### src/rtl/fetch_stage.sv
// Instruction fetch front end: owns the PC, keeps at most one instruction
// memory read in flight, and presents pc_next/machine_code plus a bubble flag
// to the IF/EX pipeline register. Redirects come from execute via
// branch_taken, and back-end stalls arrive on stall_in.
//
// state  | meaning
// -------+---------------------------------------------------------------
// REQ    | issue a read for pc_reg this cycle (no read if redirected)
// WAIT   | read for pc_reg outstanding, waiting for imem_rvalid
// VALID  | buffer holds the instruction at pc_reg, presented to IF/EX
// DRAIN  | redirected while a read was outstanding; drop its response
module fetch_stage #(
  parameter logic [31:0] RESET_PC = 32'h0000_0000,
  parameter logic [31:0] NOP_INSN = 32'h0000_0013
) (
  input  logic        clock,
  input  logic        reset,
  input  logic        branch_taken,
  input  logic [31:0] branch_target,
  input  logic        stall_in,
  output logic        imem_req,
  output logic [31:0] imem_addr,
  input  logic        imem_rvalid,
  input  logic [31:0] imem_rdata,
  output logic [31:0] pc_next,
  output logic [31:0] machine_code,
  output logic        fetch_bubble
);

  typedef enum logic [1:0] {
    S_REQ   = 2'd0,
    S_WAIT  = 2'd1,
    S_VALID = 2'd2,
    S_DRAIN = 2'd3
  } state_t;

  state_t      state;
  state_t      state_d;
  logic [31:0] pc_reg;
  logic [31:0] pc_d;
  logic [31:0] buffer;
  logic [31:0] buffer_d;

  logic [31:0] pc_plus4;
  logic [31:0] target_aligned;

  // pc_reg + 4 wraps naturally at 2^32
  assign pc_plus4       = pc_reg + 32'd4;
  assign target_aligned = branch_target & ~32'h3;

  // State, PC and instruction buffer registers; reset has priority
  always_ff @(posedge clock) begin
    if (reset) begin
      state  <= S_REQ;
      pc_reg <= RESET_PC;
      buffer <= NOP_INSN;
    end else begin
      state  <= state_d;
      pc_reg <= pc_d;
      buffer <= buffer_d;
    end
  end

  // Next-state, next-PC and buffer capture; rvalid outside WAIT/DRAIN is ignored
  always_comb begin
    state_d  = state;
    pc_d     = pc_reg;
    buffer_d = buffer;
    unique case (state)
      S_REQ: begin
        if (branch_taken) begin
          pc_d = target_aligned;
        end else begin
          state_d = S_WAIT;
        end
      end
      S_WAIT: begin
        if (imem_rvalid) begin
          if (branch_taken) begin
            pc_d    = target_aligned;
            state_d = S_REQ;
          end else begin
            buffer_d = imem_rdata;
            state_d  = S_VALID;
          end
        end else if (branch_taken) begin
          pc_d    = target_aligned;
          state_d = S_DRAIN;
        end
      end
      S_VALID: begin
        if (branch_taken) begin
          pc_d    = target_aligned;
          state_d = S_REQ;
        end else if (!stall_in) begin
          pc_d    = pc_plus4;
          state_d = S_WAIT;
        end
      end
      S_DRAIN: begin
        // latest redirect wins; the stale response only ends the drain
        if (branch_taken) begin
          pc_d = target_aligned;
        end
        if (imem_rvalid) begin
          state_d = S_REQ;
        end
      end
      default: begin
        state_d = S_REQ;
      end
    endcase
  end

  // Outputs; reset forces the idle view even before the registers are cleared
  always_comb begin
    imem_req     = 1'b0;
    imem_addr    = pc_reg;
    pc_next      = pc_reg;
    machine_code = NOP_INSN;
    fetch_bubble = 1'b1;
    if (reset) begin
      pc_next = RESET_PC;
    end else begin
      unique case (state)
        S_REQ: begin
          imem_req = !branch_taken;
        end
        S_VALID: begin
          machine_code = buffer;
          fetch_bubble = 1'b0;
          // consuming the instruction launches the next sequential read at once
          imem_req     = !stall_in && !branch_taken;
          imem_addr    = pc_plus4;
        end
        default: begin
          imem_req = 1'b0;
        end
      endcase
    end
  end

endmodule

### config.mk
export PLATFORM = sky130hd
export DESIGN_NAME = fetch_stage
export DESIGN_NICKNAME = d
export VERILOG_FILES = /design/src/rtl/fetch_stage.sv
export SDC_FILE = /design/constraint.sdc
export NUM_CORES = 1
export LEC_CHECK = 0
export CORE_AREA = 2 2 72 142
export DETAILED_ROUTE_END_ITERATION = 8
export DIE_AREA = 0 0 74 144
export PLACE_DENSITY = 0.83
export SLEW_MARGIN = 40
export SYNTH_ARGS = -nofsm -noshare
export SYNTH_HDL_FRONTEND = slang
export SYNTH_SLANG_ARGS = --single-unit
### constraint.sdc
create_clock -name clock -period 2.7 [get_ports clock]
set_input_delay 0.27 -clock clock [delete_from_list [all_inputs] [get_ports clock]]
set_output_delay 0.27 -clock clock [all_outputs]
set_load 0.01 [all_outputs]
==> results.py <==
metrics = {
    "min_path": {
        "hold_path.class": "reg -> reg",
        "hold_path.startpoint": "buffer[2]",
    },
    "grt": {
        "grt-ovfl-total": 0,
        "grt_pass1_wl_um": 21700,
        "grt_pass1_vias": 4690,
        "grt_max_degree": 95,
        "track_usage_pct": 26.1,
        "antenna_found_initial": 0,
    },
    "die": {
        "core-area_um2": 9640,
        "initial_utilization_pct": 41.4,
        "io_pins": 167,
        "die_height_um": 144,
        "dieArea_um2": 10700,
        "die_w_um": 74,
        "num_rows": 51,
    },
    "synthesis": {
        "ys_types": 47,
        "yosysWarnings": 0,
        "synth_top_family_by_area": "simple AND/OR/NAND/NOR gates",
        "synth-seq-area-share_pct": 32.1,
        "synth_compound_area_share_pct": 13.0,
        "syn_area_um2": 3990,
        "synthMuxAreaShare_pct": 1.29,
        "synthArstFlopShare_pct": 0,
        "synth-simple-area-share_pct": 38.0,
        "synth_fa_ha_area_share_pct": 0.313,
        "synth_area_per_cell_um2": 7.11,
        "synth-edff-count": 0,
        "syn_inst": 561,
        "synth_ff_type": "dfxtp_1",
        "yosys.area_share.xor_xnor_pct": 9.22,
        "synth_seq_cells": 64,
    },
    "final_layout": {
        "layout.nets": 804,
        "final_cells": 871,
        "multi_input_area_um2": 2600,
        "drive_gt1_share_pct": 14.7,
        "area_growth_syn_to_layout_pct": 60.6,
        "regArea_um2": 1300,
        "largest_register_ffs": 32,
        "nFillCells": 783,
        "antenna_cells": 0,
    },
    "clocking": {
        "cts-root-buf": "clkbuf_16",
        "cts.sinks": 64,
        "h-tree-depth": 3,
        "max-clock-path-buffers": 2,
        "hold_buffers": 0,
        "clk_latency_ns": 0.33,
        "clk_pin_slew_ns": 0.06,
        "cts_inserted_buffers": 9,
        "tritoncts": "built",
    },
    "placed_design": {
        "placed_cells": 839,
        "place_congestion": 0.886,
        "io_buffers": 160,
        "dp_hpwl_um": 10200,
    },
    "power": {
        "p_comb_share_pct": 17.5,
        "ir_drop_mv": 0.432,
        "leakage_nw": 2.50,
        "powerDensity_nw_per_um2": 423,
        "pwr-share-seq_pct": 38.3,
        "p_switching_uw": 717,
        "switching_share_pct": 26.5,
        "intPower_mw": 1.99,
        "power_mw": 2.71,
        "p_clk_share_pct": 44.2,
    },
    "critical_path": {
        "startpoint": "state[1]",
        "cp_max_fo": 8,
        "r2r_start": "pc_reg[16]",
        "cp.required_ns": 2.43,
        "path_class": "reg -> out",
        "end_kind": "primary output",
        "worst_setup_path_start_kind": "flop",
        "crit_arrival_ns": 2.41,
    },
    "sta": {
        "finalHoldViolations": 0,
        "slew_headroom_pct": 58.5,
        "setup_violations": 0,
        "fin_skew_ns": 0.00560,
        "layout_min_cycle_time_ns": 2.68,
        "tightest_slew_ns": 0.617,
        "drv_slew": 0,
        "final.period_utilization_pct": 99.2,
        "fmaxAchievable_mhz": 373,
    },
    "route": {
        "drt_iter0_drc": 339,
        "drtAntennaViolNets": 0,
        "wl_per_cell_um": 16.1,
        "num_vias": 4750,
        "finalWirelength_um": 14000,
        "drc": 0,
        "drt-vias-per-instance": 5.45,
        "dr.pass1.iters": 6,
    },
    "job": {
        "cap_viol_max_count": 0,
    },
    "status": {
        "status": "complete, no violations",
    },
}
==> per-stage QoR <==
stage	utilization, %	hold WS, ns	area [µm²]	setup TNS (ns)	setup slack (ns)
2_1_floorplan	-	0.391	4000	0	0.631
3_3_place_gp	60.5	0.437	5830	0	0.278
3_5_place_dp	60.5	0.445	5830	0	0.171
4_1_cts	64.2	0.455	6180	-0.121	-0.0427
5_1_grt	66.5	0.470	6410	-0.0228	-0.0228
6_report	66.5	0.452	6410	0	0.0207
==> layout make-up <==
| class | count | area share [%] |
|---|---|---|
| inverter | 5 | 0.351 |
| timing repair buffer | 211 | 31.5 |
| clock buffer | 10 | 3.73 |
| tap | 132 | 2.58 |
| sequential | 64 | 20.3 |
| multi-input combinational | 443 | 40.5 |
| clock inverter | 6 | 1.07 |
==> what timing repair did <==
action                     in CTS  in global routing
setup endpoints to repair      20                 22
gates resized for setup        17                 35
pin swaps                       1                  6
buffers inserted                0                 16
==> cells in the mapped netlist, drive strengths merged, types with 4 or more instances <==
cell type | instances | area (µm²)
nor2b | 27 | 169
inv | 5 | 18.8
mux2i | 4 | 40.0
o211ai | 4 | 30.0
xor2 | 22 | 193
buf | 10 | 58.8
nand2 | 113 | 424
a21oi | 40 | 200
xnor2 | 20 | 175
clkbuf | 42 | 159
nand3 | 23 | 115
dfxtp | 64 | 1280
o21ai | 8 | 40.0
nor3 | 14 | 70.1
a211oi | 8 | 60.1
nor2 | 47 | 176
nand2b | 6 | 37.5
nand4 | 16 | 115
and2 | 32 | 200
or3 | 6 | 42.5
nor4 | 8 | 50.1
a22oi | 7 | 52.6
==> worst max-delay path, cell delays in order, from the launching register on <==
cell	delay, ns
dfxtp_2	0.38
nor3b_4	0.22
buf_4	0.15
clkinvlp_4	0.16
buf_4	0.19
nor3_1	0.24
xnor2_1	0.17
clkdlybuf4s50_1	0.56
==> routing by layer <==
layer | wire length (µm) | global-route usage [%]
met5 | 0 | 0
met1 | 4670 | 25.8
met3 | 1080 | 6.34
met4 | 761 | 16.7
met2 | 7490 | 46.6
==> placed cells by master (no fill, tap or decap), types with 5 or more instances in the layout <==
| master | n |
|---|---|
| clkdlybuf4s50_1 | 147 |
| nand2_1 | 112 |
| dfxtp_1 | 51 |
| buf_4 | 50 |
| nor2_1 | 41 |
| a21oi_1 | 40 |
| and2_1 | 32 |
| nor2b_1 | 27 |
| nand3_1 | 22 |
| xor2_1 | 22 |
| xnor2_1 | 20 |
| nand4_1 | 15 |
| dfxtp_2 | 12 |
| dlymetal6s2s_1 | 11 |
| nor3_1 | 9 |
| clkbuf_16 | 9 |
| a211oi_1 | 8 |
| o21ai_0 | 8 |
| a22oi_1 | 7 |
| nand2b_1 | 6 |
| clkinvlp_4 | 5 |
| or3_1 | 5 |
| nor4_1 | 5 |
==> power groups by stage <==
stage / clock network (mW) / logic (mW) / registers, mW
6_report: 1.20 / 0.474 / 1.04
5_1_grt: 1.24 / 0.510 / 1.04
4_1_cts: 1.20 / 0.471 / 1.03
3_5_place_dp: 0 / 0.468 / 1.05
3_3_place_gp: 0 / 0.461 / 1.05
2_1_floorplan: 0 / 0.227 / 1.03
==> kinds of logic (layout without fill, tap and decap cells) <==
family                     after synthesis  count (layout)
AOI/OAI and AO/OA                       84              84
DFF                                     64              64
muxes                                    5               5
and+or+nand+nor                        307             307
other                                    1               4
buffers and inverters                   57             232
adders and majority gates                1               1
xor gates and xnor gates                42              42
==> path summary, 6_finish.rpt <==
kind              cells after the start            end  slack (ns)
hold reg to reg                       2      buffer[2]        0.45
hold / removal                        2      buffer[2]        0.45
setup / recovery                      7  imem_addr[31]        0.02
setup reg to reg                      5     pc_reg[21]        0.59
No activity file was read; power rests on OpenSTA's default activity.
